<file path="src/rtl/pci_trace_buf.sv">
// pci_trace_buf: PCI-clock-domain debug trace of the registered bridge taps with a masked AD trigger.
// Define PCI_TRACE_TIMESTAMP_EN to store a saturating 16-bit timestamp above each sample.
module pci_trace_buf #(
  parameter int DATA_W     = 32,
  parameter int DEPTH_LOG2 = 6,
  parameter int POST_TRIG  = 16
) (
  input  logic              pci_clk_i,
  input  logic              pci_rst_i,
  input  logic              pci_irdy_reg_i,
  input  logic              pci_irdy_en_reg_i,
  input  logic              pci_trdy_reg_i,
  input  logic [DATA_W-1:0] pci_ad_reg_i,
  input  logic              arm_i,
  input  logic [DATA_W-1:0] trig_mask_i,
  input  logic [DATA_W-1:0] trig_val_i,
  input  logic              rd_req_i,
`ifdef PCI_TRACE_TIMESTAMP_EN
  output logic [DATA_W+18:0] rd_data_o,
`else
  output logic [DATA_W+2:0]  rd_data_o,
`endif
  output logic              rd_valid_o,
  output logic              rd_empty_o,
  output logic [1:0]        state_o
);

  localparam int DEPTH      = 1 << DEPTH_LOG2;
  localparam int POST_CLAMP = (POST_TRIG > DEPTH - 1) ? DEPTH - 1 : POST_TRIG;
  localparam int SAMPLE_W   = DATA_W + 3;
`ifdef PCI_TRACE_TIMESTAMP_EN
  localparam int ENTRY_W    = SAMPLE_W + 16;
`else
  localparam int ENTRY_W    = SAMPLE_W;
`endif
  localparam logic [DEPTH_LOG2-1:0] POST_LOAD = DEPTH_LOG2'(POST_CLAMP);
  localparam logic [DEPTH_LOG2-1:0] PTR_ONE   = DEPTH_LOG2'(1);
  localparam logic [DEPTH_LOG2:0]   FILL_FULL = {1'b1, {DEPTH_LOG2{1'b0}}};

  typedef enum logic [1:0] {
    IDLE = 2'b00,
    PRE  = 2'b01,
    POST = 2'b10,
    DONE = 2'b11
  } state_t;

  state_t                state_q;
  logic [DEPTH_LOG2-1:0] wrPtr_q, wrPtr_d, rdPtr_q, rdPtrLoad, postCnt_q;
  logic [DEPTH_LOG2:0]   fill_q, fill_d;
  logic [ENTRY_W-1:0]    mem [DEPTH];
  logic [ENTRY_W-1:0]    rdData_q;
  logic                  rdValid_q;
  logic [SAMPLE_W-1:0]   sample;
  logic [ENTRY_W-1:0]    entry;
  logic                  dataPhase, trigHit, wrEn, rdFire;
`ifdef PCI_TRACE_TIMESTAMP_EN
  logic [15:0]           tsCnt_q;
`endif

  // fill_q doubles as the unread count once the capture is frozen in DONE.
  always_comb begin
    dataPhase = pci_irdy_en_reg_i & ~pci_irdy_reg_i & ~pci_trdy_reg_i;
    trigHit   = dataPhase && (((pci_ad_reg_i ^ trig_val_i) & trig_mask_i) == '0);
    sample    = {pci_ad_reg_i, pci_irdy_en_reg_i, pci_irdy_reg_i, pci_trdy_reg_i};
    wrEn      = !arm_i && (state_q == PRE || state_q == POST);
    rdFire    = !arm_i && (state_q == DONE) && rd_req_i && (fill_q != '0);
    wrPtr_d   = wrPtr_q + 1'b1;
    fill_d    = (fill_q == FILL_FULL) ? fill_q : fill_q + 1'b1;
    rdPtrLoad = wrPtr_d - fill_d[DEPTH_LOG2-1:0];
`ifdef PCI_TRACE_TIMESTAMP_EN
    entry     = {tsCnt_q, sample};
`else
    entry     = sample;
`endif
  end

  always_ff @(posedge pci_clk_i) begin
    if (wrEn) mem[wrPtr_q] <= entry;
  end

  always_ff @(posedge pci_clk_i or negedge pci_rst_i) begin
    if (!pci_rst_i) begin
      state_q   <= IDLE;
      wrPtr_q   <= '0;
      rdPtr_q   <= '0;
      fill_q    <= '0;
      postCnt_q <= '0;
      rdData_q  <= '0;
      rdValid_q <= 1'b0;
`ifdef PCI_TRACE_TIMESTAMP_EN
      tsCnt_q   <= '0;
`endif
    end else begin
      rdValid_q <= 1'b0;
`ifdef PCI_TRACE_TIMESTAMP_EN
      if (arm_i) tsCnt_q <= '0;
      else if (wrEn && tsCnt_q != 16'hFFFF) tsCnt_q <= tsCnt_q + 1'b1;
`endif
      if (arm_i) begin
        state_q   <= PRE;
        wrPtr_q   <= '0;
        rdPtr_q   <= '0;
        fill_q    <= '0;
        postCnt_q <= '0;
      end else begin
        case (state_q)
          IDLE: ;
          PRE: begin
            wrPtr_q <= wrPtr_d;
            fill_q  <= fill_d;
            if (trigHit) begin
              postCnt_q <= POST_LOAD;
              if (POST_CLAMP == 0) begin
                state_q <= DONE;
                rdPtr_q <= rdPtrLoad;
              end else begin
                state_q <= POST;
              end
            end
          end
          POST: begin
            wrPtr_q   <= wrPtr_d;
            fill_q    <= fill_d;
            postCnt_q <= postCnt_q - 1'b1;
            if (postCnt_q == PTR_ONE) begin
              state_q <= DONE;
              rdPtr_q <= rdPtrLoad;
            end
          end
          DONE: begin
            if (rdFire) begin
              rdData_q  <= mem[rdPtr_q];
              rdValid_q <= 1'b1;
              rdPtr_q   <= rdPtr_q + 1'b1;
              fill_q    <= fill_q - 1'b1;
            end
          end
        endcase
      end
    end
  end

  assign rd_data_o  = rdData_q;
  assign rd_valid_o = rdValid_q;
  assign rd_empty_o = (state_q != DONE) || (fill_q == '0);
  assign state_o    = state_q;

endmodule

</file>
<file path="config.mk">
export PLATFORM = sky130hd
export DESIGN_NAME = pci_trace_buf
export DESIGN_NICKNAME = d
export VERILOG_FILES = /design/src/rtl/pci_trace_buf.sv
export SDC_FILE = /design/constraint.sdc
export NUM_CORES = 2
export LEC_CHECK = 0
export ABC_AREA = 0
export CORE_UTILIZATION = 35
export CTS_CLUSTER_SIZE = 10
export DETAILED_ROUTE_END_ITERATION = 10
export DONT_BUFFER_PORTS = 1
export PLACE_DENSITY = 0.54
export SLEW_MARGIN = 20
export SYNTH_ARGS = -nofsm -noshare
export SYNTH_HDL_FRONTEND = slang
export SYNTH_SLANG_ARGS = --single-unit
</file>
<file path="constraint.sdc">
create_clock -name pci_clk_i -period 7.6 [get_ports pci_clk_i]
set_input_delay 2.28 -clock pci_clk_i [delete_from_list [all_inputs] [get_ports pci_clk_i]]
set_output_delay 2.28 -clock pci_clk_i [all_outputs]
set_load 0.01 [all_outputs]
</file>
### Word level (Yosys, flattened, before mapping)

Memory sizes are Yosys's and may differ from the RTL's. A register that Yosys moved wholly into a read port is not among the register bits.
Cells that the tools add are included.

| storage, ports and cells | value |
|---|---|
| ROM bits | 0 |
| flip-flop bits (word level) | 28 |
| bits in writable memories | 2240 |
| memories kept | 1 |
| bits of input ports | 103 |
| output and inout bits | 39 |
| bits in latches | 0 |

| operators by class | value |
|---|---|
| shift operators | 0 |
| add/subtract/negate cells | 6 |
| divide/modulo/power cells | 0 |
| equal/unequal tests | 10 |
| $lt $le $gt $ge | 0 |
| $mul | 0 |
| bitwise gates (word level) | 7 |
| reduce and logical (&&, ||, !) cells | 23 |
| muxes and demuxes | 22 |

Memory list:

| memory | words | bits a word | read ports | clocked after memory_dff | wr ports | RTL line | text |
|---|---|---|---|---|---|---|---|
| mem | 64 | 35 | 1 | 1 | 1 | 50 | `logic [ENTRY_W-1:0] mem [DEPTH];` |

Operators by type and width:

| cell | number |
|---|---|
| $mux 6 | 7 |
| $and 32x32->32 | 1 |
| $logic_not 32->1 | 1 |
| $xor 32x32->32 | 1 |
| $pmux 6 s2 | 2 |
| $mux 7 | 3 |
| $pmux 7 s2 | 1 |
| $add 6x1->6 const B | 2 |
| $reduce_and 3->1 | 4 |
| $ne 3x3->1 const B | 3 |
| $reduce_bool 3->1 | 3 |
| $add 7x1->7 const B | 1 |
| $eq 7x7->1 const B | 1 |
| $logic_not 7->1 | 1 |
| $reduce_bool 7->1 | 1 |
| $sub 7x1->7 const B | 1 |
| $eq 6x1->1 const B | 1 |
| $mux 2 | 3 |
| $sub 6x1->6 const B | 1 |
| $sub 6x6->6 | 1 |
| $logic_and 1x1->1 | 5 |
| $mux 1 | 5 |
| $eq 2x2->1 const B | 2 |
| $pmux 2 s2 | 1 |
| other kinds (10) | 16 |

### Longest topological paths before layout

| depth | value |
|---|---|
| depth in word-level cells | 7 |
| depth in mapped cells | 14 |

### Worst setup path before layout

OpenSTA, ideal clock, no wires.

| path | value |
|---|---|
| kind | in2reg |
| start | input arm_i |
| end | memory mem[63][0] in the netlist's numbering, enable pin |
| arrival time | 4.571 ns |
| setup time | 0.427 ns |
| stages on the path | 5 |
| required time | 7.173 ns |
| path slack | 2.602 ns |
| cell sequence | clkbuf_1 -> inv_1 -> clkbuf_1 -> nand3_1 -> nor2_1 |

| between the ends | value |
|---|---|
| word-level cells in the longest chain between the ends | 4 |

Ends and longest elaborated chain:

| element | RTL line | text |
|---|---|---|
| from (decl) | 14 | `input logic arm_i,` |
| $logic_not 1->1 | 65 | `wrEn = !arm_i && (state_q == PRE \|\| state_q == POST);` |
| $logic_and 1x1->1 | 65 |  |
| $mux 1 | 78 | `if (wrEn) mem[wrPtr_q] <= entry;` |
| $mux 1 (implied by the code) | 78 |  |
| to (decl) | 50 |  |

No other way between the ends.

### Worst setup path in the final report

| path | value |
|---|---|
| start | register fill_q[0] |
| end | output rd_empty_o |

| between the ends | value |
|---|---|
| word-level cells in the longest chain between the ends | 2 |

Ends and longest elaborated chain:

| element | RTL line | text |
|---|---|---|
| from (decl) | 49 | `logic [DEPTH_LOG2:0] fill_q, fill_d;` |
| from (signal assigned) | 110 | `fill_q <= fill_d;` |
| from (signal assigned) | 123 | `fill_q <= fill_d;` |
| from (signal assigned) | 135 | `fill_q <= fill_q - 1'b1;` |
| $logic_not 7->1 | 145 | `assign rd_empty_o = (state_q != DONE) \|\| (fill_q == '0);` |
| $logic_or 1x1->1 | 145 |  |
| to (decl) | 24 | `output logic rd_empty_o,` |

No other way between the ends.

==> impl_results.html <==
<table>
<tr><th>Metric</th><th>Value</th></tr>
<tr><th colspan="2">Synthesis</th></tr>
<tr><td>Post-Synthesis Net Count</td><td>4202</td></tr>
<tr><td>Flip-flop and latch count after synthesis</td><td>2303</td></tr>
<tr><td>Mean area per synthesized cell</td><td>21.9 sq um</td></tr>
<tr><td>Synth warnings</td><td>0</td></tr>
<tr><td>Share of async-settable or async-resettable flops after synthesis</td><td>2.74%</td></tr>
<tr><td>Area share of the largest cell type after synthesis</td><td>75.1%</td></tr>
<tr><td>Proportion of synthesized chip area in sequential cells</td><td>76.8%</td></tr>
<tr><td>Area of the mapped netlist</td><td>89600 sq um</td></tr>
<tr><td>Number of library cell types mapped by synthesis</td><td>65</td></tr>
<tr><td>Gate count after technology mapping</td><td>4084</td></tr>
<tr><td>Number of enable-type register cells in the synthesized netlist</td><td>2240</td></tr>
<tr><td>Cell taking the most area after synthesis</td><td>edfxtp_1</td></tr>
<tr><td>Most used flip-flop cell after synthesis</td><td>edfxtp_1</td></tr>
<tr><td>Dominant cells by area after synthesis</td><td>edfxtp_1 75%, mux4_2 14%, mux2i_1 2.6%, dfrtp_1 1.8%, nor2_1 0.56%</td></tr>
<tr><th colspan="2">STA</th></tr>
<tr><td>Maximum clock rate</td><td>214 MHz</td></tr>
<tr><td>Hold Vio Cnt, Final</td><td>0</td></tr>
<tr><td>Final critical delay including setup and external delays</td><td>4.68 ns</td></tr>
<tr><td>Unrepaired setup endpoints after global routing</td><td>false</td></tr>
<tr><td>Max-slew violation count</td><td>0</td></tr>
<tr><td>Post-route setup TNS</td><td>0 ns</td></tr>
<tr><td>Least-Margin Pin Slew</td><td>1.32 ns</td></tr>
<tr><td>Final WS setup</td><td>2.92 ns</td></tr>
<tr><td>Maximum clock skew at final layout</td><td>0.0447 ns</td></tr>
<tr><td>Setup-failing EPs final</td><td>0</td></tr>
<tr><td>Hold_ws</td><td>0.593 ns</td></tr>
<tr><td>Final period utilization</td><td>61.6%</td></tr>
<tr><td>Headroom to the max-slew limit</td><td>11.1%</td></tr>
<tr><th colspan="2">Global route</th></tr>
<tr><td>Vias in the first global route</td><td>43.5k</td></tr>
<tr><td>Total global routing overflow</td><td>0</td></tr>
<tr><td>Global-route wire length before repair</td><td>349000 um</td></tr>
<tr><td>Initial antenna violation count</td><td>14</td></tr>
<tr><td>Total routing resource utilization after global routing</td><td>19.3%</td></tr>
<tr><td>Maximum number of pins on one net before global-route repair</td><td>116</td></tr>
<tr><th colspan="2">Clock network</th></tr>
<tr><td>Clock tree from TritonCTS</td><td>yes</td></tr>
<tr><td>TritonCTS Sinks</td><td>2303</td></tr>
<tr><td>Count of cells resized by post-cts repair</td><td>0</td></tr>
<tr><td>Register clock-pin slew on the reported worst setup and hold paths</td><td>0.06 ns</td></tr>
<tr><td>Insertion delay to the later sink of the worst-skew pair</td><td>0.94 ns</td></tr>
<tr><td>Number of buffers inserted by hold repair at cts</td><td>0</td></tr>
<tr><td>Root buffer selected by CTS</td><td>clkbuf_16</td></tr>
<tr><td>Number of buffers added by the clock tree synthesis step</td><td>284</td></tr>
<tr><td>Buffer depth of the longest clock path</td><td>4</td></tr>
<tr><td>H-Tree Level Count</td><td>5</td></tr>
<tr><td># Post-CTS Setup Buffers</td><td>0</td></tr>
<tr><th colspan="2">Final layout</th></tr>
<tr><td># nets final</td><td>4385</td></tr>
<tr><td>Layout-stage area growth over the synthesis result</td><td>13.8%</td></tr>
<tr><td>Filler-free cell count of the finished design</td><td>7720</td></tr>
<tr><td>Layout fillers</td><td>22.3k</td></tr>
<tr><td>Cell area after layout</td><td>102000 sq um</td></tr>
<tr><td>Utilization of the core after routing</td><td>40.1%</td></tr>
<tr><td>Share of layout cells above drive strength 1</td><td>25.1%</td></tr>
<tr><td>Sequential cell area</td><td>68900 sq um</td></tr>
<tr><td>Multi-input combinational cell area</td><td>20000 sq um</td></tr>
<tr><th colspan="2">Worst setup path</th></tr>
<tr><td>Worst setup path class</td><td>register to primary output</td></tr>
<tr><td>FF-to-FF path depth</td><td>7</td></tr>
<tr><td>Kind of launch point of the worst setup path</td><td>register</td></tr>
<tr><td>Worst setup path startpoint</td><td>fill_q[0]</td></tr>
<tr><td>Cell Chain, Critical Path</td><td>inv_1 -&gt; ha_1 -&gt; nor4b_2 -&gt; nand2_1 -&gt; nand2_1</td></tr>
<tr><td>Worst r2r src</td><td>rdPtr_q[0]</td></tr>
<tr><td>Type of destination of the critical path</td><td>primary output</td></tr>
<tr><td>Delay of the slowest cell on the worst path</td><td>0.45 ns</td></tr>
<tr><td>Max stage delay cell, worst path</td><td>nor4b_2</td></tr>
<tr><td>Data required time of the worst path</td><td>5.32 ns</td></tr>
<tr><td>Arrival time at the worst endpoint</td><td>2.40 ns</td></tr>
<tr><td>CP max FO</td><td>7</td></tr>
<tr><td>Dominant cell type by count on the critical path</td><td>nand2_1</td></tr>
<tr><th colspan="2">Power and ir drop</th></tr>
<tr><td>Power density over cell area</td><td>255 nW/um^2</td></tr>
<tr><td>Design Power</td><td>26.0 mW</td></tr>
<tr><td>Worst VDD drop</td><td>0.000146 V</td></tr>
<tr><td>Leak</td><td>30.1 nW</td></tr>
<tr><th colspan="2">Placed design</th></tr>
<tr><td>Placed Area</td><td>94200 sq um</td></tr>
<tr><td>Count of buffers from port buffering</td><td>0</td></tr>
<tr><td>Number of placed instances, taps included</td><td>7345</td></tr>
<tr><td>Sum of net half-perimeters after detailed placement</td><td>142000 um</td></tr>
<tr><td>Worst Setup Slack post-DPL</td><td>2.13 ns</td></tr>
<tr><td>Weighted congestion reported at the end of routability-driven placement</td><td>0.827</td></tr>
<tr><th colspan="2">Run status</th></tr>
<tr><td>Outcome</td><td>completed</td></tr>
<tr><th colspan="2">Routing</th></tr>
<tr><td>Number of nets with antenna violations after detailed routing</td><td>0</td></tr>
<tr><td>Wire per inst</td><td>32.4 um</td></tr>
<tr><td>Total vias in the final route</td><td>43.3k</td></tr>
<tr><td>Number of detailed-route iterations in the first pass</td><td>5</td></tr>
<tr><td>DRT iter0 DRCs</td><td>5162</td></tr>
<tr><td>Total wire length after detailed routing</td><td>250000 um</td></tr>
<tr><td>Number of vias per cell after detailed routing</td><td>5.61</td></tr>
<tr><td>Number of design rule violations left after detail routing</td><td>0</td></tr>
<tr><th colspan="2">Die</th></tr>
<tr><td>Core footprint</td><td>254000 sq um</td></tr>
<tr><td>Overall die width</td><td>508 um</td></tr>
<tr><td>I/O pin cnt</td><td>142</td></tr>
<tr><td>Die area</td><td>258000 sq um</td></tr>
<tr><td>Row cnt</td><td>185</td></tr>
<tr><td>Chip height</td><td>508 um</td></tr>
<tr><td>Initial cell density of the core</td><td>35.2%</td></tr>
<tr><th colspan="2">Hold path</th></tr>
<tr><td>HP Class</td><td>register to register</td></tr>
<tr><td>Hold path startpoint</td><td>fill_q[6]</td></tr>
<tr><td>Instance count along the most critical hold path</td><td>2</td></tr>
<tr><th colspan="2">Run</th></tr>
<tr><td>Number of violations of the max-capacitance limit</td><td>0</td></tr>
</table>
-- placed cells by master, fill, tap and decap left out, types with 58 or more instances in the layout --
cell type and count:
edfxtp_1 2240, mux4_2 555, clkbuf_16 292, mux2i_1 234, buf_4 105, o22ai_1 77, nor2_1 68, nor2_4 64
a21oi_1 62, a211oi_1 61, clkbuf_1 58, dfrtp_1 58
-- critical path, delay by kind of cell, from the launching register on --
kind / cells / cell delay [ns]
and+or+nand+nor: 3 / 0.68
DFF: 1 / 0.44
adders and majority gates: 1 / 0.23
buffers and inverters: 1 / 0.16
-- sequential cells by signal, summed over array words and instances, names as in the netlist --
| name | flops |
|---|---|
| fill_q | 7 |
| mem | 2240 |
| postCnt_q | 6 |
| rdPtr_q | 6 |
| rd_data_o | 35 |
| rd_valid_o | 1 |
| state_o | 2 |
| wrPtr_q | 6 |
-- layer usage --
| metal | global-route usage, % | part of all wire, % | vias up |
|---|---|---|---|
| met3 | 3.48 | 7.0 | 319 |
| met1 | 27.8 | 44 | 23700 |
| met5 | 0 | 0 | - |
| met4 | 5.24 | 2.4 | 0 |
| met2 | 30.3 | 47 | 1734 |
| li1 | - | - | 17500 |
-- synthesized netlist by cell type, types with 8 or more instances --
cell and n:
buf_4 16, buf_2 64, edfxtp_1 2240, mux4_2 555, nor2_1 134, a22oi_1 32
mux2_2 21, a211oi_1 64, nand2b_1 8, o221ai_1 9, inv_1 15, nor3_1 52
a31oi_1 9, nand4_1 8, o22ai_1 77, dfrtp_1 63, o21ai_0 49, buf_1 21
xor2_1 43, buf_6 26, nand2_1 46, a21oi_1 62, mux2i_1 234, clkbuf_1 95
ha_1 14, nand3_1 26
-- kinds of logic after synthesis --
| family | Yosys count | synth area share [%] |
|---|---|---|
| and+or+nand+nor | 314 | 1.62 |
| AOI/OAI and AO/OA | 348 | 2.55 |
| muxes | 810 | 16.8 |
| adders and majority gates | 15 | 0.218 |
| DFF | 2303 | 76.8 |
| xor gates and xnor gates | 50 | 0.489 |
| buffers and inverters | 244 | 1.45 |
-- layout make-up --
type / count / area share [%]
Clock inverter: 13 / 0.0822
Antenna cell: 8 / 0.0196
Clock buffer: 352 / 7.41
Timing Repair Buffer: 123 / 1.15
Tap cell: 3366 / 4.13
Multi-Input combinational cell: 1537 / 19.6
Inverter: 18 / 0.0687
Sequential cell: 2303 / 67.6
-- power by group --
group | internal (mW) | switching (mW)
Sequential | 14.0 | 0.0727
Clock | 6.87 | 4.80
Combinational | 0.0987 | 0.177
-- path summary, 6_finish.rpt --
kind / to / slack [ns]
worst min-delay path: fill_q[6] / 0.59
worst max-delay path: rd_empty_o / 2.92
worst max register to register: rd_data_o[23] / 2.99
min in group asynchronous: postCnt_q[4] / 1.08
max in group asynchronous: rd_data_o[32] / 6.27
worst min register to register: fill_q[6] / 0.59
Power figures use the tool's default switching activity.
